File: config.mk
export PLATFORM = sky130hd
export DESIGN_NAME = div_16bit_seq
export DESIGN_NICKNAME = d
export VERILOG_FILES = /design/src/rtl/div_16bit_seq.sv
export SDC_FILE = /design/constraint.sdc
export NUM_CORES = 1
export LEC_CHECK = 0
export CAP_MARGIN = 15
export CORE_MARGIN = 1.5
export CORE_UTILIZATION = 35
export CTS_BUF_LIST = sky130_fd_sc_hd__clkbuf_4 sky130_fd_sc_hd__clkbuf_8 sky130_fd_sc_hd__clkbuf_16
export DETAILED_ROUTE_END_ITERATION = 10
export PLACE_DENSITY = 0.57
export SYNTH_ARGS = -nofsm -noshare
export SYNTH_HDL_FRONTEND = slang
export SYNTH_SLANG_ARGS = --single-unit
File: constraint.sdc
create_clock -name clk -period 2.91 [get_ports clk]
set_input_delay 0.7275 -clock clk [delete_from_list [all_inputs] [get_ports clk]]
set_output_delay 0.7275 -clock clk [all_outputs]
set_load 0.01 [all_outputs]
File: src/rtl/div_16bit_seq.sv
// Iterative restoring divider, one quotient bit per cycle, beside the ALU.
// Define SIGNED_DIV_EN for two's-complement division truncating toward zero.
module div_16bit_seq #(
  parameter int WIDTH = 16,
  parameter int CNT_W = 5
) (
  input  logic             clk,
  input  logic             rst,
  input  logic             start,
  input  logic [WIDTH-1:0] dividend,
  input  logic [WIDTH-1:0] divisor,
  output logic             busy,
  output logic             done,
  output logic             div_zero,
  output logic [WIDTH-1:0] quotient,
  output logic [WIDTH-1:0] remainder
);

  typedef enum logic [1:0] {
    IDLE,
    BUSY,
    DONE
  } state_t;

  localparam logic [CNT_W-1:0] CNT_INIT = CNT_W'(WIDTH);
  localparam logic [CNT_W-1:0] CNT_LAST = CNT_W'(1);

  state_t           state;
  logic [WIDTH-1:0] rem;
  logic [WIDTH-1:0] q;
  logic [WIDTH-1:0] dvs;
  logic [CNT_W-1:0] cnt;

  logic             accept;
  logic [WIDTH:0]   sh;
  logic [WIDTH:0]   trial;
  logic [WIDTH-1:0] q_next;
  logic [WIDTH-1:0] rem_next;
  logic [WIDTH-1:0] q_res;
  logic [WIDTH-1:0] rem_res;
  logic [WIDTH-1:0] a_mag;
  logic [WIDTH-1:0] b_mag;

  assign accept = start && (state == IDLE || state == DONE);

  // Shifted partial remainder can exceed WIDTH bits when divisor > 2^(W-1)
  assign sh       = {rem, q[WIDTH-1]};
  assign trial    = sh - {1'b0, dvs};
  assign q_next   = {q[WIDTH-2:0], ~trial[WIDTH]};
  assign rem_next = trial[WIDTH] ? sh[WIDTH-1:0] : trial[WIDTH-1:0];

`ifdef SIGNED_DIV_EN
  logic neg_q;
  logic neg_r;

  assign a_mag   = dividend[WIDTH-1] ? -dividend : dividend;
  assign b_mag   = divisor[WIDTH-1] ? -divisor : divisor;
  assign q_res   = neg_q ? -q_next : q_next;
  assign rem_res = neg_r ? -rem_next : rem_next;

  always_ff @(posedge clk or posedge rst) begin
    if (rst) begin
      neg_q <= 1'b0;
      neg_r <= 1'b0;
    end else if (accept) begin
      neg_q <= dividend[WIDTH-1] ^ divisor[WIDTH-1];
      neg_r <= dividend[WIDTH-1];
    end
  end
`else
  assign a_mag   = dividend;
  assign b_mag   = divisor;
  assign q_res   = q_next;
  assign rem_res = rem_next;
`endif

  always_ff @(posedge clk or posedge rst) begin
    if (rst) begin
      state     <= IDLE;
      busy      <= 1'b0;
      done      <= 1'b0;
      div_zero  <= 1'b0;
      quotient  <= '0;
      remainder <= '0;
      rem       <= '0;
      q         <= '0;
      dvs       <= '0;
      cnt       <= '0;
    end else begin
      done <= 1'b0;
      if (accept) begin
        if (divisor == '0) begin
          state     <= DONE;
          busy      <= 1'b0;
          done      <= 1'b1;
          div_zero  <= 1'b1;
          quotient  <= '1;
          remainder <= dividend;
        end else begin
          state    <= BUSY;
          busy     <= 1'b1;
          div_zero <= 1'b0;
          rem      <= '0;
          q        <= a_mag;
          dvs      <= b_mag;
          cnt      <= CNT_INIT;
        end
      end else begin
        unique case (state)
          BUSY: begin
            rem <= rem_next;
            q   <= q_next;
            cnt <= cnt - 1'b1;
            if (cnt == CNT_LAST) begin
              state     <= DONE;
              busy      <= 1'b0;
              done      <= 1'b1;
              quotient  <= q_res;
              remainder <= rem_res;
            end
          end
          DONE:    state <= IDLE;
          default: state <= IDLE;
        endcase
      end
    end
  end

endmodule

==> flow_summary.yaml <==
setup_path:
  path_delay_family: "compound AO/OA/AOI/OAI gates"
  arrival_ns: 3.08
  crit_buf_inv: 1
  worst_setup_path_end_kind: "flip-flop"
  critPathLaunchType: "flip-flop"
  critPathSlowestCell: "dfrtp_1"
  cpPeakStageDelay_ns: 0.43
  path_cells: "ha_1 -> and3_1 -> o21ai_0 -> o211ai_2 -> o21bai_4 -> buf_4 -> xnor2_2 -> mux2_2 -> a211oi_2"
  path_max_fanout: 7
  cp.required_ns: 3.18
  regToRegSetupSlack_ns: 0.10
  critical_path_class: "flip-flop to flip-flop"
route:
  drc_errors: 0
  finalWirelength_um: 12800
  ant_nets: 0
  first_pass_iters: 4
  drt_iter0_drc: 333
  routedWlPerCell_um: 15.8
  routed-via-count: 4224
  viasPerCell: 5.21
cells_and_area:
  fill_cells: 1307
  area_delta_synth_final_pct: 28.5
  drive_above_1_share_pct: 11.5
  post-route-util_pct: 46.6
  antenna_cells: 0
  final_nets: 684
logic_synthesis:
  ys_seq_elements: 90
  syn_nets: 597
  syn_avg_cell_area_um2: 8.92
  ys.flop_type: "dfrtp_1"
  synth_edf_count: 0
  ys_top_cells_by_count: "105 x nand2_1, 90 x dfrtp_1, 60 x o21ai_0"
  synth_most_common_cell: "nand2_1"
  yosys.area.top_type: "dfrtp_1"
  syn-cell-area_um2: 4840
  yosysSeqAreaShare_pct: 46.5
  synth.area.top_cells: "dfrtp_1 47%, nand2_1 8.1%, o21ai_0 6.2%"
  synthArstFlopShare_pct: 100
  synth.distinct_cells: 58
  synth_top_area_share_pct: 46.5
  synth_cells: 543
  yosys_warnings: 0
clocking:
  cts_hold_buf: 0
  cts_root_buf: "clkbuf_16"
  cts_tree: "yes"
  numClockSinks: 90
  cts.path.max_buffers: 2
  htreeDepth: 3
  insertion_delay_ns: 0.35
  cts_made_buffers: 9
  cts.clk_slew.worst_paths_ns: 0.06
power_and_ir_drop:
  p_total_uw: 9000
  p_leak_uw: 0.00270
  p_per_area_nw_per_um2: 1450
  irDropWorstVdd_mv: 0.559
grt:
  track_usage_pct: 18.7
  grt_pass1_wl_um: 21100
  grt_pass1_vias: 4130
  antenna_found_initial: 0
  grt_max_degree: 91
  grt-ovfl-total: 0
placement:
  portBuffers: 69
  hpwl_um: 9510
  place_congestion: 0.832
  dpl_worst_slack_ns: -0.0313
floorplanning:
  core-area_um2: 13300
  die-area_um2: 14500
  die_width_um: 121
  start_util_pct: 36.3
  rows: 42
  boundaryPins: 70
  die_height_um: 121
timing:
  maxSlewViolCount: 0
  finalCriticalPeriod_ns: 2.81
  setup_violations: 0
  fin_setup_tns_ns: 0
  fmax_mhz: 356
  relSlewSlack_pct: 47.8
  hold_viol_final: 0
  rsz0062_at_grt: "true"
  setup_slack_ns: 0.103
  tightest_slew_ns: 0.784
  finalClockSkew_ns: 0.00710
  period_share_pct: 96.5
  fin_hold_ws_ns: 0.500
status:
  status: "completed"
run:
  cap_violations: 0
worst_hold_path:
  hold_class: "flip-flop to flip-flop"
what timing repair did:
action	CTS	global route
gates resized for setup	0	3
endpoints found under the hold margin	0	0
setup buffers	0	2
setup endpoints to repair	0	7
layout make-up:
class / instances / area (µm²) / area share (%)
multi-input combinational: 402 / 2400 / 38.5
tap: 176 / 220 / 3.54
clock buffer: 11 / 246 / 3.96
timing repair buffer: 105 / 990 / 15.9
inverter: 22 / 86.3 / 1.39
sequential: 90 / 2250 / 36.2
clock inverter: 4 / 28.8 / 0.463
through the flow:
stage	instances	cell area (µm²)
final	810	6220
after global routing	810	6220
after CTS	808	6190
after detailed placement	793	5920
after global placement	793	5920
after floorplan	543	4850
flip-flops by register name, summed over array words and instances (netlist names), 2 cells and up:
| name | count |
|---|---|
| state | 2 |
| rem | 16 |
| cnt | 5 |
| q | 16 |
| dvs | 16 |
| remainder | 16 |
| quotient | 16 |
kinds of logic after synthesis:
| family | after synthesis | share of synthesized area, % |
|---|---|---|
| buffers and inverters | 51 | 4.21 |
| muxes | 12 | 2.56 |
| xor gates and xnor gates | 13 | 2.89 |
| DFF | 90 | 46.5 |
| and+or+nand+nor | 205 | 19.1 |
| AOI/OAI and AO/OA | 153 | 19.7 |
| adders and majority gates | 19 | 5.06 |
worst min-delay path, delay by kind of cell (launching register included):
family,cells,cell delay (ns)
flip-flops,1,0.36
AND/OR/NAND/NOR,2,0.11
power by group:
part	switching, µW	internal, µW	leakage (µW)
combinational	2850	2670	0.00151
clock	498	607	0.000131
sequential	474	1910	0.00106
total	3820	5180	0.00270
cells in the final DEF (no fill, tap or decap), drive strengths merged, types with 2 or more instances in the layout:
cell / instances
clkinv: 2
a21oi: 24
a31oi: 23
a21o: 8
clkbuf: 11
nand2: 106
dfrtp: 90
nor4: 4
o21a: 3
ha: 18
inv: 21
nor2: 36
xnor2: 7
o31ai: 6
a211o: 2
xor2: 6
nor3: 13
and2: 6
o21ai: 64
clkdlybuf4s50: 69
mux2i: 9
mux2: 3
buf: 36
a21boi: 2
a211oi: 8
clkinvlp: 3
o211ai: 5
and3: 3
nor2b: 4
nand3: 10
or3: 8
nand2b: 8
worst paths after layout:
kind                                                 end                start  cells after the start
worst max-delay path            remainder[1]$_DFFE_PP0P_  rem[12]$_DFFE_PP0P_                      9
worst min-delay path            quotient[11]$_DFFE_PP0P_    q[10]$_DFFE_PP0P_                      2
worst max register to register  remainder[1]$_DFFE_PP0P_  rem[12]$_DFFE_PP0P_                      9
worst min register to register  quotient[11]$_DFFE_PP0P_    q[10]$_DFFE_PP0P_                      2
max in group asynchronous            rem[10]$_DFFE_PP0P_                  rst                      3
min in group asynchronous        quotient[2]$_DFFE_PP0P_                  rst                      3
metal layers:
metal	wire length, µm	track usage [%]	share of wire, %
met5	0	0	0
met4	249	6.99	1.9
met3	651	3.16	5.1
met2	5700	28.8	44
met1	6230	26.3	49
(Power assumes the default switching activity.)
